### config.mk
export PLATFORM = sky130hd
export DESIGN_NAME = mem_port_arbiter
export DESIGN_NICKNAME = d
export VERILOG_FILES = /design/src/rtl/mem_port_arbiter_pkg.sv /design/src/rtl/arb_starve_counter.sv /design/src/rtl/mem_port_arbiter.sv
export SDC_FILE = /design/constraint.sdc
export NUM_CORES = 1
export LEC_CHECK = 0
export BUFFER_PORTS_ARGS = -buffer_cell sky130_fd_sc_hd__buf_2
export CAP_MARGIN = 40
export CORE_ASPECT_RATIO = 0.75
export CORE_MARGIN = 1
export CORE_UTILIZATION = 44
export DETAILED_ROUTE_END_ITERATION = 8
export PLACE_DENSITY = 0.8
export SLEW_MARGIN = 20
export SYNTH_ARGS = -nofsm -noshare
export SYNTH_HDL_FRONTEND = slang
export SYNTH_SLANG_ARGS = --single-unit
### constraint.sdc
create_clock -name clk -period 2 [get_ports clk]
set_input_delay 0 -clock clk [delete_from_list [all_inputs] [get_ports clk]]
set_output_delay 0 -clock clk [all_outputs]
set_load 0.01 [all_outputs]
### src/rtl/mem_port_arbiter_pkg.sv
// rtl/mem_port_arbiter_pkg.sv - shared state encodings, default widths and grant selection for mem_port_arbiter
package mem_port_arbiter_pkg;

    localparam int ARB_AW = 32;
    localparam int ARB_DW = 32;

    localparam logic [1:0] ST_IDLE   = 2'd0;
    localparam logic [1:0] ST_GNT_DM = 2'd1;
    localparam logic [1:0] ST_GNT_IF = 2'd2;

    // Data wins unless the starvation guard forces the pending fetch through.
    function automatic logic [1:0] pick_grant(input logic dm_elig,
                                              input logic if_elig,
                                              input logic force_if);
        logic [1:0] gnt;
        gnt = ST_IDLE;
        if (force_if && if_elig) begin
            gnt = ST_GNT_IF;
        end else if (dm_elig) begin
            gnt = ST_GNT_DM;
        end else if (if_elig) begin
            gnt = ST_GNT_IF;
        end
        return gnt;
    endfunction

endpackage

### src/rtl/arb_starve_counter.sv
// rtl/arb_starve_counter.sv - saturating fetch-starvation counter, built only with ARB_STARVE_GUARD_EN
`ifdef ARB_STARVE_GUARD_EN
module arb_starve_counter #(
    parameter int LIMIT = 4
) (
    input  logic clk,
    input  logic rst,
    input  logic inc,
    input  logic clr,
    output logic sat
);

    localparam int W = $clog2(LIMIT + 1);

    logic [W-1:0] cnt;

    always_ff @(posedge clk) begin
        if (!rst) begin
            cnt <= '0;
        end else if (clr) begin
            cnt <= '0;
        end else if (inc && (cnt != W'(LIMIT))) begin
            cnt <= cnt + 1'b1;
        end
    end

    assign sat = (cnt == W'(LIMIT));

endmodule
`endif

### src/rtl/mem_port_arbiter.sv
// rtl/mem_port_arbiter.sv - fixed-priority (data over fetch) arbiter onto one single-ported memory
// Optional fetch starvation guard enabled by defining ARB_STARVE_GUARD_EN.
module mem_port_arbiter
    import mem_port_arbiter_pkg::*;
#(
    parameter int AW = ARB_AW,
    parameter int DW = ARB_DW
`ifdef ARB_STARVE_GUARD_EN
    ,
    parameter int STARVE_LIMIT = 4
`endif
) (
    input  logic          clk,
    input  logic          rst,
    input  logic          if_req,
    input  logic [AW-1:0] if_addr,
    output logic [DW-1:0] if_rdata,
    output logic          if_ack,
    input  logic          dm_req,
    input  logic          dm_we,
    input  logic [AW-1:0] dm_addr,
    input  logic [DW-1:0] dm_wdata,
    output logic [DW-1:0] dm_rdata,
    output logic          dm_ack,
    output logic          mem_req,
    output logic          mem_we,
    output logic [AW-1:0] mem_addr,
    output logic [DW-1:0] mem_wdata,
    input  logic [DW-1:0] mem_rdata,
    input  logic          mem_rdy,
    output logic          stall_if,
    output logic          stall_dm
);

    logic [1:0] state;
    logic [1:0] gnt;
    logic       dm_elig;
    logic       if_elig;
    logic       force_if;

    // A port whose ack is high this cycle is finishing, not asking again.
    assign dm_elig = dm_req & ~dm_ack;
    assign if_elig = if_req & ~if_ack;

`ifdef ARB_STARVE_GUARD_EN
    logic starve_sat;
    logic starve_inc;
    logic starve_clr;

    assign starve_inc = (state == ST_IDLE) && (gnt == ST_GNT_DM) && if_req;
    assign starve_clr = (state == ST_IDLE) && (gnt == ST_GNT_IF);

    arb_starve_counter #(
        .LIMIT(STARVE_LIMIT)
    ) u_starve (
        .clk(clk),
        .rst(rst),
        .inc(starve_inc),
        .clr(starve_clr),
        .sat(starve_sat)
    );

    assign force_if = starve_sat;
`else
    assign force_if = 1'b0;
`endif

    assign gnt = pick_grant(dm_elig, if_elig, force_if);

    always_ff @(posedge clk) begin
        if (!rst) begin
            state     <= ST_IDLE;
            mem_req   <= 1'b0;
            mem_we    <= 1'b0;
            mem_addr  <= '0;
            mem_wdata <= '0;
            if_ack    <= 1'b0;
            dm_ack    <= 1'b0;
            if_rdata  <= '0;
            dm_rdata  <= '0;
        end else begin
            if_ack <= 1'b0;
            dm_ack <= 1'b0;
            case (state)
                ST_IDLE: begin
                    if (gnt == ST_GNT_DM) begin
                        state     <= ST_GNT_DM;
                        mem_req   <= 1'b1;
                        mem_we    <= dm_we;
                        mem_addr  <= dm_addr;
                        mem_wdata <= dm_wdata;
                    end else if (gnt == ST_GNT_IF) begin
                        state     <= ST_GNT_IF;
                        mem_req   <= 1'b1;
                        mem_we    <= 1'b0;
                        mem_addr  <= if_addr;
                        mem_wdata <= '0;
                    end
                end
                ST_GNT_DM: begin
                    if (mem_rdy) begin
                        state    <= ST_IDLE;
                        mem_req  <= 1'b0;
                        dm_ack   <= 1'b1;
                        dm_rdata <= mem_we ? '0 : mem_rdata;
                    end
                end
                ST_GNT_IF: begin
                    if (mem_rdy) begin
                        state    <= ST_IDLE;
                        mem_req  <= 1'b0;
                        if_ack   <= 1'b1;
                        if_rdata <= mem_rdata;
                    end
                end
                default: begin
                    state   <= ST_IDLE;
                    mem_req <= 1'b0;
                end
            endcase
        end
    end

    assign stall_if = if_req & ~if_ack;
    assign stall_dm = dm_req & ~dm_ack;

endmodule
# Yosys cells after proc, flatten, opt, wreduce, memory -nomap -nowiden
# Cells that the tools add are included.
[word_totals]
in_bits = 134
elab_cells = 46
out_inout_bits = 134
reg_bits = 134
[op_classes]
reduce_logical = 9
bitwise = 4
eq_ne = 6
n_mux = 18
[op_table]
columns = ["op", "count"]
rows = [
  ["32-bit two-way mux", 5],
  ["2-bit AND reduction", 6],
  ["2-bit two-way mux", 5],
  ["1-bit two-way mux", 6],
  ["2-bit by 1-bit == test with 1-bit output, second input constant", 2],
  ["2-bit == test, second input constant", 2],
  ["2-bit case mux with 2 select lines", 1],
  ["3-bit != test, second input constant", 1],
  ["1-bit AND", 2],
  ["2-bit zero test", 1],
  ["2-bit by 1-bit != test with 1-bit output, second input constant", 1],
  ["1-bit NOT", 2],
  ["1-bit case mux with 2 select lines", 1],
  ["2-bit nonzero test", 1],
  ["2-bit OR reduction", 1],
]

# Longest topological paths before layout
# Gate-level depths: netlist (run 1).
[logic_depth]
depth_word = 8
ltp_mapped = 7
mapped_depth_nobuf = 5

# Worst setup path before layout (run 1)
# OpenSTA, ideal clock, no wires.
[synth_path]
path_kind = "register to register"
from = "reg state[0]"
to = "reg mem_wdata[10]"
stages_incl_launch_ff = 7
setup_time_ns = 0.117
synth_period_minus_slack_ns = 1.429
path_buffers = 2
path_slack_ns = 0.571
t_required_ns = 1.883
arrival_time_ns = 1.311
cell_sequence = "dfxtp_1 > inv_1 > ha_1 > and3_1 > buf_2 > buf_2 > a32o_1"
[synth_via]
elab_chain_len = 2
[synth_lines]
columns = ["item", "line", "text"]
rows = [
  ["start: declaration", "mem_port_arbiter.sv:35", "logic [1:0] state;"],
  ["start signal: assignment", "mem_port_arbiter.sv:72", "state <= ST_IDLE;"],
  ["start signal: assignment", "mem_port_arbiter.sv:87", "state <= ST_GNT_DM;"],
  ["start signal: assignment", "mem_port_arbiter.sv:93", "state <= ST_GNT_IF;"],
  ["2-bit zero test", "mem_port_arbiter.sv:84", "case (state)"],
  ["2-bit AND reduction (no source line)", "--", ""],
  ["end signal: assignment", "mem_port_arbiter.sv:91", "mem_wdata <= dm_wdata;"],
  ["end: declaration", "mem_port_arbiter.sv:28", "output logic [DW-1:0] mem_wdata,"],
]
# No other way between the ends.
# A chain may end at the register's enable or synchronous reset.

# Worst setup path in the final report (run 1)
[layout_path]
from = "reg state[1]"
to = "reg dm_rdata[6]"
[layout_via]
elab_chain_len = 2
[layout_lines]
columns = ["item", "line", "text"]
rows = [
  ["2-bit by 1-bit == test with 1-bit output", "mem_port_arbiter.sv:84", ""],
  ["2-bit AND reduction (no source line)", "--", ""],
  ["end signal: assignment", "mem_port_arbiter.sv:105", "dm_rdata <= mem_we ? '0 : mem_rdata;"],
  ["end: declaration", "mem_port_arbiter.sv:23", "output logic [DW-1:0] dm_rdata,"],
]
# No other way between the ends.

==> results of run 1 <==
-- sequential cells by signal, summed over array words and instances (netlist names) --
name and cells:
dm_rdata 32, if_rdata 32, mem_addr 32, mem_wdata 32
state 2, dm_ack 1, if_ack 1, mem_req 1
mem_we 1
-- layer usage --
layer	vias to the layer above	GRT usage	part of all wire
li1	2457	-	-
met1	2489	0.325	0.36
met3	74	0.0887	0.074
met4	0	0.204	0.045
met5	-	0	0
met2	298	0.558	0.52
-- placed cells by master, fill, tap and decap left out, types with 4 or more instances in the layout --
cell type / netlist / final
a22o_1: 32 / 32
a21oi_1: 33 / 32
dlygate4sd3_1: 0 / 132
inv_1: 4 / 4
buf_2: 18 / 267
bufinv_16: 0 / 4
nand2_1: 98 / 98
mux2i_1: 32 / 32
clkbuf_16: 0 / 17
dfxtp_1: 134 / 134
buf_4: 4 / 7
clkinv_4: 0 / 4
a32o_1: 33 / 33
o22ai_1: 32 / 32
-- through the flow --
stage | instances | setup slack, ns | utilization | hold WS, ns | power (mW)
6_report | 1000 | 0.191 | 0.778 | 0.0832 | 7.64
3_5_place_dp | 834 | 0.213 | 0.588 | 0.213 | 4.07
3_3_place_gp | 833 | 0.123 | 0.585 | 0.209 | 4.01
2_1_floorplan | 465 | 0.571 | - | 0.126 | 3.63
5_1_grt | 1000 | 0.108 | 0.778 | 0.0915 | 7.92
4_1_cts | 998 | 0.184 | 0.776 | 0.0538 | 7.60
-- critical path: stages, from the launching register on --
cell	delay (ns)
dfxtp_1	0.31
inv_1	0.10
ha_1	0.20
and3_4	0.20
nor2b_4	0.66
a22o_1	0.26
-- cell families (layout without fill, tap and decap cells) --
family	Yosys count	in the layout
AO/OA/AOI/OAI	138	138
flip-flops	134	134
AND/OR/NAND/NOR	110	110
buffers and inverters	48	446
multiplexers	32	32
adder cells (fa/ha/maj)	3	3
other	0	1
-- repair_timing --
action                     in CTS  in global routing
setup endpoints to repair       0                  2
hold buffers                  132                  0
hold endpoints to repair      133                  0
setup buffers                   0                  0
resized for setup               0                  1
-- path summary, 6_finish.rpt --
kind / from / end / cells after the start / slack [ns]
setup / recovery: state[1] / dm_rdata[6] / 5 / 0.19
hold / removal: dm_req / state[0] / 4 / 0.08
setup reg to reg: state[1] / dm_rdata[6] / 5 / 0.19
hold reg to reg: if_rdata[21] / if_rdata[21] / 2 / 0.45
-- cell type report --
class / count / area (um2) / area share
multi-input cells: 283 / 1870 / 0.230
inverters: 6 / 22.5 / 0.00277
well taps: 136 / 170 / 0.0209
clock inverters: 14 / 199 / 0.0245
diodes: 1 / 2.50 / 0.000308
clock buffers: 18 / 439 / 0.0540
flip-flops and latches: 134 / 2680 / 0.330
repair buffers: 408 / 2750 / 0.338
-- power breakdown --
part,switching [mW],internal (mW)
combinational,0.675,0.631
clock,1.19,2.14
sequential,0.122,2.88
==> results by group, run 1 <==
Layout
  – P&R area growth vs syn: 68.8%
  – Layout fillers: 619
  – Share of layout cells above drive strength 1: 0.367
  – Final nets: 987
  – Fin area: 8130 um2

GRT
  – Initial antenna violation count: 1
  – First-pass GRT wire length: 27400 um
  – Vias in the first global route: 5627
  – Tot GR Track Use: 0.315
  – Gr ovfl total: 0
  – Largest net degree at the start of global routing: 66

Drt
  – Initial drt markers: 295
  – WL per Instance: 17.9 um
  – Remaining antenna violation count: 0
  – Final wirelength: 17900 um
  – Total number of vias: 5318
  – Residual DRC: 0
  – Via/cell ratio: 5.32
  – DR pass1 iterations: 5

Synthesis
  – Top-area cell type share of the netlist area: 0.557
  – FF+latch count, synth: 134
  – Register area share after synthesis: 0.557
  – Mapped Avg Cell Area: 10.4 um2
  – Mux cell area share after synthesis: 0.0665
  – Synth top area cells: dfxtp_1, nand2_1, a32o_1
  – Syn Inst Count: 465
  – Largest family of logic cells by synthesized area: compound AO/OA/AOI/OAI gates
  – Post-synth top area cell: dfxtp_1
  – Post-synth EDFFs: 0
  – Adder-cell share of the synthesized area: 0.00779
  – Most common cell in the netlist: dfxtp_1
  – FFs w/ async S/R, synth: 0
  – Syn_nets: 602
  – Synth top cells by count: dfxtp_1, nand2_1, a21oi_1, a32o_1
  – Area share of xor/xnor cells in the synthesized design: 0
  – YS warnings: 0
  – Synth Area in Compound Gates: 0.215
  – Synth Area in Simple Gates: 0.0950
  – Synth unique cells: 29
  – Mapped Area: 4820 um2
  – Most used DFF post-synth: dfxtp_1

Worst setup path
  – CP Max Fanout: 32
  – CP required: 2.33 ns
  – Crit start category: flop
  – WS Path Type: reg2reg
  – WP data arrival: 2.14 ns
  – CP Capture Type: flop

Floorplanning
  – Die Y: 92.6 um
  – # IOs: 268
  – Initial Util: 0.461
  – Core box area: 10500 um2
  – Die width: 123 um
  – Die area: 11400 um2
  – Row cnt: 32

Power
  – Power Dens Cells: 939 nW/um2
  – Peak VDD IR: 627 uV
  – LEAKAGE: 3.85 nW

Place
  – GPL Wtd Cong: 0.769
  – Buffers added on ports: 267
  – DP Area: 6150 um2
  – Dpl hpwl: 9890 um

Timing
  – Worst Max-Slew Pin Slew: 0.840 ns
  – Crit path time final: 1.81 ns
  – Clk_skew: 0.00969 ns
  – Peak Freq: 553 MHz
  – RSZ-0062 raised after global routing: false
  – # setup viols final: 0
  – Final Hold Fails: 0
  – Final TNS setup: 0 ns
  – Final slew viol count: 0
  – Slew headroom: 0.437
  – Final period util: 0.904

Job
  – # Max-Cap Violations: 0

Clock network
  – Max clock buf depth: 2
  – Root buffer cell: clkbuf_16
  – Clk sinks: 134
  – CTS clk-pin slew, worst paths: 0.05 ns
  – Worst-skew pair later-pin latency: 0.41 ns
  – CTS Buf Count: 17
  – # H-tree levels: 4
  – CTS tree: built

Hold path
  – Hold Crit Class: in2reg

Run status
  – Status: complete, no violations
Power figures use the tool's default switching activity.
==> run 2, diff against run 1 <==
REMOVE_ABC_BUFFERS = 1   (was not set)
==> run 2 against run 1 <==
- non-clock buffer count grew 6
- clock power is 3% lower
- critical path depth grew 1
- critical path type unchanged
- largest power group unchanged
==> results by group, run 2 (same netlist as run 1, synthesis figures left out) <==
Run status
  – Status: complete, no violations

Clock network
  – Clk sinks: 134
  – CTS clk-pin slew, worst paths: 0.06 ns
  – CTS Buf Count: 17
  – Worst-skew pair later-pin latency: 0.41 ns
  – CTS tree: built
  – # H-tree levels: 4
  – Max clock buf depth: 2
  – Root buffer cell: clkbuf_16

Timing
  – Worst hold slack: 0.197 ns
  – Slew headroom: 0.506
  – Clk_skew: 0.0148 ns
  – RSZ-0062 raised after global routing: false
  – Final period util: 0.935
  – # setup viols final: 0
  – Worst Max-Slew Pin Slew: 0.740 ns
  – Final worst slack: 0.130 ns
  – Final slew viol count: 0
  – Final Hold Fails: 0
  – Peak Freq: 535 MHz
  – Crit path time final: 1.87 ns

Power
  – LEAKAGE: 3.88 nW
  – Peak VDD IR: 631 uV
  – Total power: 7.61 mW
  – Power Dens Cells: 931 nW/um2

Drt
  – Final wirelength: 19300 um
  – Via/cell ratio: 5.46
  – DR pass1 iterations: 6
  – Remaining antenna violation count: 0
  – Initial drt markers: 523
  – Total number of vias: 5491
  – WL per Instance: 19.2 um
  – Residual DRC: 0

Layout
  – Layout fillers: 627
  – Register area: 2680 um2
  – Final nets: 993
  – Share of layout cells above drive strength 1: 0.371
  – Area of the multi-input gates: 1860 um2
  – Commonest non-fill, non-tap cell in the layout: buf_2
  – Most frequent cells in the layout: buf_2, dfxtp_1, dlygate4sd3_1
  – P&R area growth vs syn: 69.5%

Hold path
  – Hold depth: 5
  – Hold Path Sink: state[0]
  – Hold Crit Class: in2reg
  – Worst Hold Launch: dm_req

GRT
  – Largest net degree at the start of global routing: 54
  – Tot GR Track Use: 0.343
  – Initial antenna violation count: 1
  – Gr ovfl total: 0
  – First-pass GRT wire length: 29400 um
  – Vias in the first global route: 5670

Place
  – GPL Wtd Cong: 0.821
  – Dpl hpwl: 9980 um
  – Pre-CTS setup slack: 0.286 ns
  – Buffers added on ports: 267

Floorplanning
  – Row cnt: 32
  – Initial Util: 0.461
  – # IOs: 268
  – Die Y: 92.6 um
  – Die area: 11400 um2
  – Core box area: 10500 um2
  – Die width: 123 um

Worst setup path
  – Worst reg-to-reg setup slack: 0.13 ns
  – WS Path Type: reg2reg
  – CP Max Fanout: 16
  – CP required: 2.27 ns
  – Crit start category: flop
  – WP data arrival: 2.14 ns
  – FF-to-FF path depth: 6
  – CP Capture Type: flop
  – Reg2reg start: dm_ack
  – R2r endpoint: mem_addr[10]

Job
  – # Max-Cap Violations: 0
run 2: timing repair:
action,4_1_cts,5_1_grt
endpoints found under the hold margin,131,0
buffers inserted,0,3
setup endpoints to repair,0,6
hold buffers,132,0
gates resized for setup,0,1
run 2: worst max path at each step:
stage	startpoint	end	slack, ns	cells past startpoint
2_1_floorplan	dm_ack	mem_wdata[0]	-0.27	3
3_3_place_gp	state[0]	if_rdata[20]	0.23	5
3_5_place_dp	state[1]	dm_rdata[3]	0.29	5
4_1_cts	dm_ack	mem_addr[0]	0.1	5
5_1_grt	dm_ack	mem_addr[10]	0.08	6
6_report	dm_ack	mem_addr[10]	0.13	6
run 2: layout make-up:
class	count	area share
clock buffers	18	0.0525
diodes	1	0.000306
flip-flops and latches	134	0.328
multi-input cells	283	0.227
inverters	6	0.00276
clock inverters	14	0.0224
repair buffers	414	0.345
well taps	136	0.0208
run 2: critical path, cell delays in order (launching register included):
cell and delay, ns:
dfxtp_1 0.34, nor2b_4 0.17, buf_4 0.16, clkbuf_16 0.19, mux2i_1 0.23, dlygate4sd3_1 0.58, o22ai_1 0.07
run 2: power breakdown:
part / leakage [nW] / switching [mW] / internal [mW] / total, mW
Sequential: 1.09 / 0.121 / 2.88 / 3.00
Clock: 0.300 / 1.15 / 2.08 / 3.23
Combinational: 2.49 / 0.712 / 0.664 / 1.38
Total: 3.88 / 1.99 / 5.62 / 7.61
run 2: per-stage QoR:
step,util,instances,TNS [ns],instance area [um2]
after floorplan,-,423,-19.69,4560
after global placement,0.590,836,0,6170
after detailed placement,0.591,837,0,6180
after CTS,0.776,1001,0,8110
after global routing,0.782,1006,0,8170
final,0.782,1006,0,8170
run 2: layer usage:
metal | wire length (um) | GRT usage
met1 | 6940 | 0.358
met2 | 9480 | 0.565
met5 | 0 | 0
met3 | 1900 | 0.139
met4 | 1020 | 0.229
==> run 3, diff against run 2 <==
PLACE_DENSITY = not set   (was 0.8)
PLACE_DENSITY_LB_ADDON = 0.12   (was not set)
==> run 3 against run 2 <==
- setup slack gained 0.071 ns
- critical endpoint is now mem_addr[30]
- utilization shrank 0.096 points
- final area shrank 0.12%
- wire length shrank 16%
- clock power grew 9.3%
- combinational power shrank 7%
- die area is the same
- sequential power is essentially flat
- cell count shrank 0.70%
==> results by group, run 3 (same netlist as run 1, synthesis figures left out) <==
Run status
  – Status: complete, no violations

Clock network
  – CTS Buf Count: 17
  – Worst-skew pair later-pin latency: 0.41 ns
  – Gates resized, CTS repair: 0
  – CTS tree: built
  – Root buffer cell: clkbuf_16
  – CTS clk-pin slew, worst paths: 0.06 ns
  – # H-tree levels: 4
  – Clk sinks: 134
  – Max clock buf depth: 2

Hold path
  – Hold Crit Class: in2reg
  – Hold Path Sink: state[1]
  – Hold depth: 2
  – Worst Hold Launch: rst

Drt
  – Residual DRC: 0
  – Total number of vias: 5165
  – Remaining antenna violation count: 0
  – Final wirelength: 16300 um
  – Initial drt markers: 308
  – DR pass1 iterations: 5
  – WL per Instance: 16.4 um
  – Via/cell ratio: 5.17

Place
  – Inst Count DP: 836
  – DP Area: 6170 um2
  – GPL Wtd Cong: 0.753
  – Dpl hpwl: 9500 um
  – Buffers added on ports: 267

Timing
  – Worst Max-Slew Pin Slew: 0.836 ns
  – Final Hold Fails: 0
  – Peak Freq: 556 MHz
  – Slew headroom: 0.440
  – Final slew viol count: 0
  – # setup viols final: 0
  – Crit path time final: 1.80 ns
  – Worst hold slack: 0.0711 ns
  – Final TNS setup: 0 ns
  – Final period util: 0.899
  – Clk_skew: 0.0188 ns
  – RSZ-0062 raised after global routing: false

GRT
  – Tot GR Track Use: 0.285
  – Largest net degree at the start of global routing: 53
  – Vias in the first global route: 5099
  – First-pass GRT wire length: 24700 um
  – Gr ovfl total: 0
  – Initial antenna violation count: 0

Layout
  – Fin area: 8160 um2
  – Layout fillers: 655
  – Commonest non-fill, non-tap cell in the layout: buf_2
  – P&R area growth vs syn: 69.3%
  – Final std cells w/o fill: 999
  – Share of layout cells above drive strength 1: 0.367
  – Most frequent cells in the layout: buf_2, dfxtp_1, dlygate4sd3_1
  – # diodes: 0
  – Final nets: 987

Power
  – LEAKAGE: 3.87 nW
  – Peak VDD IR: 694 uV
  – Power Dens Cells: 955 nW/um2

Floorplanning
  – Core box area: 10500 um2
  – Die Y: 92.6 um
  – Initial Util: 0.461
  – Die width: 123 um
  – Die area: 11400 um2
  – # IOs: 268
  – Row cnt: 32

Worst setup path
  – CP Capture Type: flop
  – R2r endpoint: mem_addr[30]
  – Worst reg-to-reg setup slack: 0.20 ns
  – CP Max Fanout: 37
  – CP required: 2.26 ns
  – FF-to-FF path depth: 5
  – Reg2reg start: dm_ack
  – WS Path Type: reg2reg
  – WP data arrival: 2.06 ns
  – Crit start category: flop

Job
  – # Max-Cap Violations: 0
==> run 3: cell count changes in the layout (fill, tap and decap cells not counted), sizes merged <==
cell	delta
buf	-4
clkbuf	-2
clkinvlp	+1
inv	+3
dlygate4sd3	-1
clkinv	-5
bufinv	+2
diode	-1
==> run 3: layer usage <==
| metal | part of all wire | wire length, um | track usage | vias up |
|---|---|---|---|---|
| met3 | 0.084 | 1370 | 0.0942 | 49 |
| met1 | 0.39 | 6300 | 0.311 | 2403 |
| met5 | 0 | 0 | 0 | - |
| li1 | - | - | - | 2460 |
| met2 | 0.49 | 8070 | 0.487 | 253 |
| met4 | 0.036 | 589 | 0.152 | 0 |
==> run 3: metrics by stage <==
stage,total power [mW],utilization,setup WS (ns)
final,7.79,0.781,0.202
after global routing,8.08,0.781,0.0984
after CTS,7.82,0.781,0.215
after detailed placement,4.09,0.591,0.219
after global placement,4.05,0.590,0.168
after floorplan,3.55,-,-0.271
==> run 3: timing repair <==
item / CTS / global route
endpoints found under the hold margin: 131 / 0
hold buffers: 131 / 0
setup buffers: 0 / 0
==> run 3: layout make-up <==
| cell class | instances | area (um2) | area share |
|---|---|---|---|
| clock inverter | 15 | 248 | 0.0304 |
| multi-input combinational | 283 | 1860 | 0.228 |
| tap | 136 | 170 | 0.0209 |
| timing repair buffer | 408 | 2750 | 0.337 |
| sequential | 134 | 2680 | 0.329 |
| inverter | 6 | 22.5 | 0.00276 |
| clock buffer | 17 | 425 | 0.0521 |
==> run 3: power breakdown <==
part / internal (mW) / switching (mW)
combinational: 0.625 / 0.651
clock: 2.35 / 1.19
sequential: 2.88 / 0.104
total: 5.85 / 1.94
==> run 3: worst max-delay path by stage <==
stage / cells after the start / slack [ns] / to / start
after floorplan: 3 / -0.27 / mem_wdata[0] / dm_ack
after global placement: 4 / 0.17 / mem_wdata[10] / if_ack
after detailed placement: 5 / 0.22 / mem_addr[30] / dm_ack
after CTS: 5 / 0.21 / mem_addr[30] / dm_ack
after global routing: 5 / 0.1 / dm_rdata[6] / state[1]
final: 5 / 0.20 / mem_addr[30] / dm_ack
==> run 3: worst max-delay path, stage by stage, from the launching register on <==
cell and delay [ns]:
dfxtp_1 0.34, nor2b_4 0.19, buf_4 0.52, o21a_1 0.26, buf_4 0.22, o22ai_1 0.11
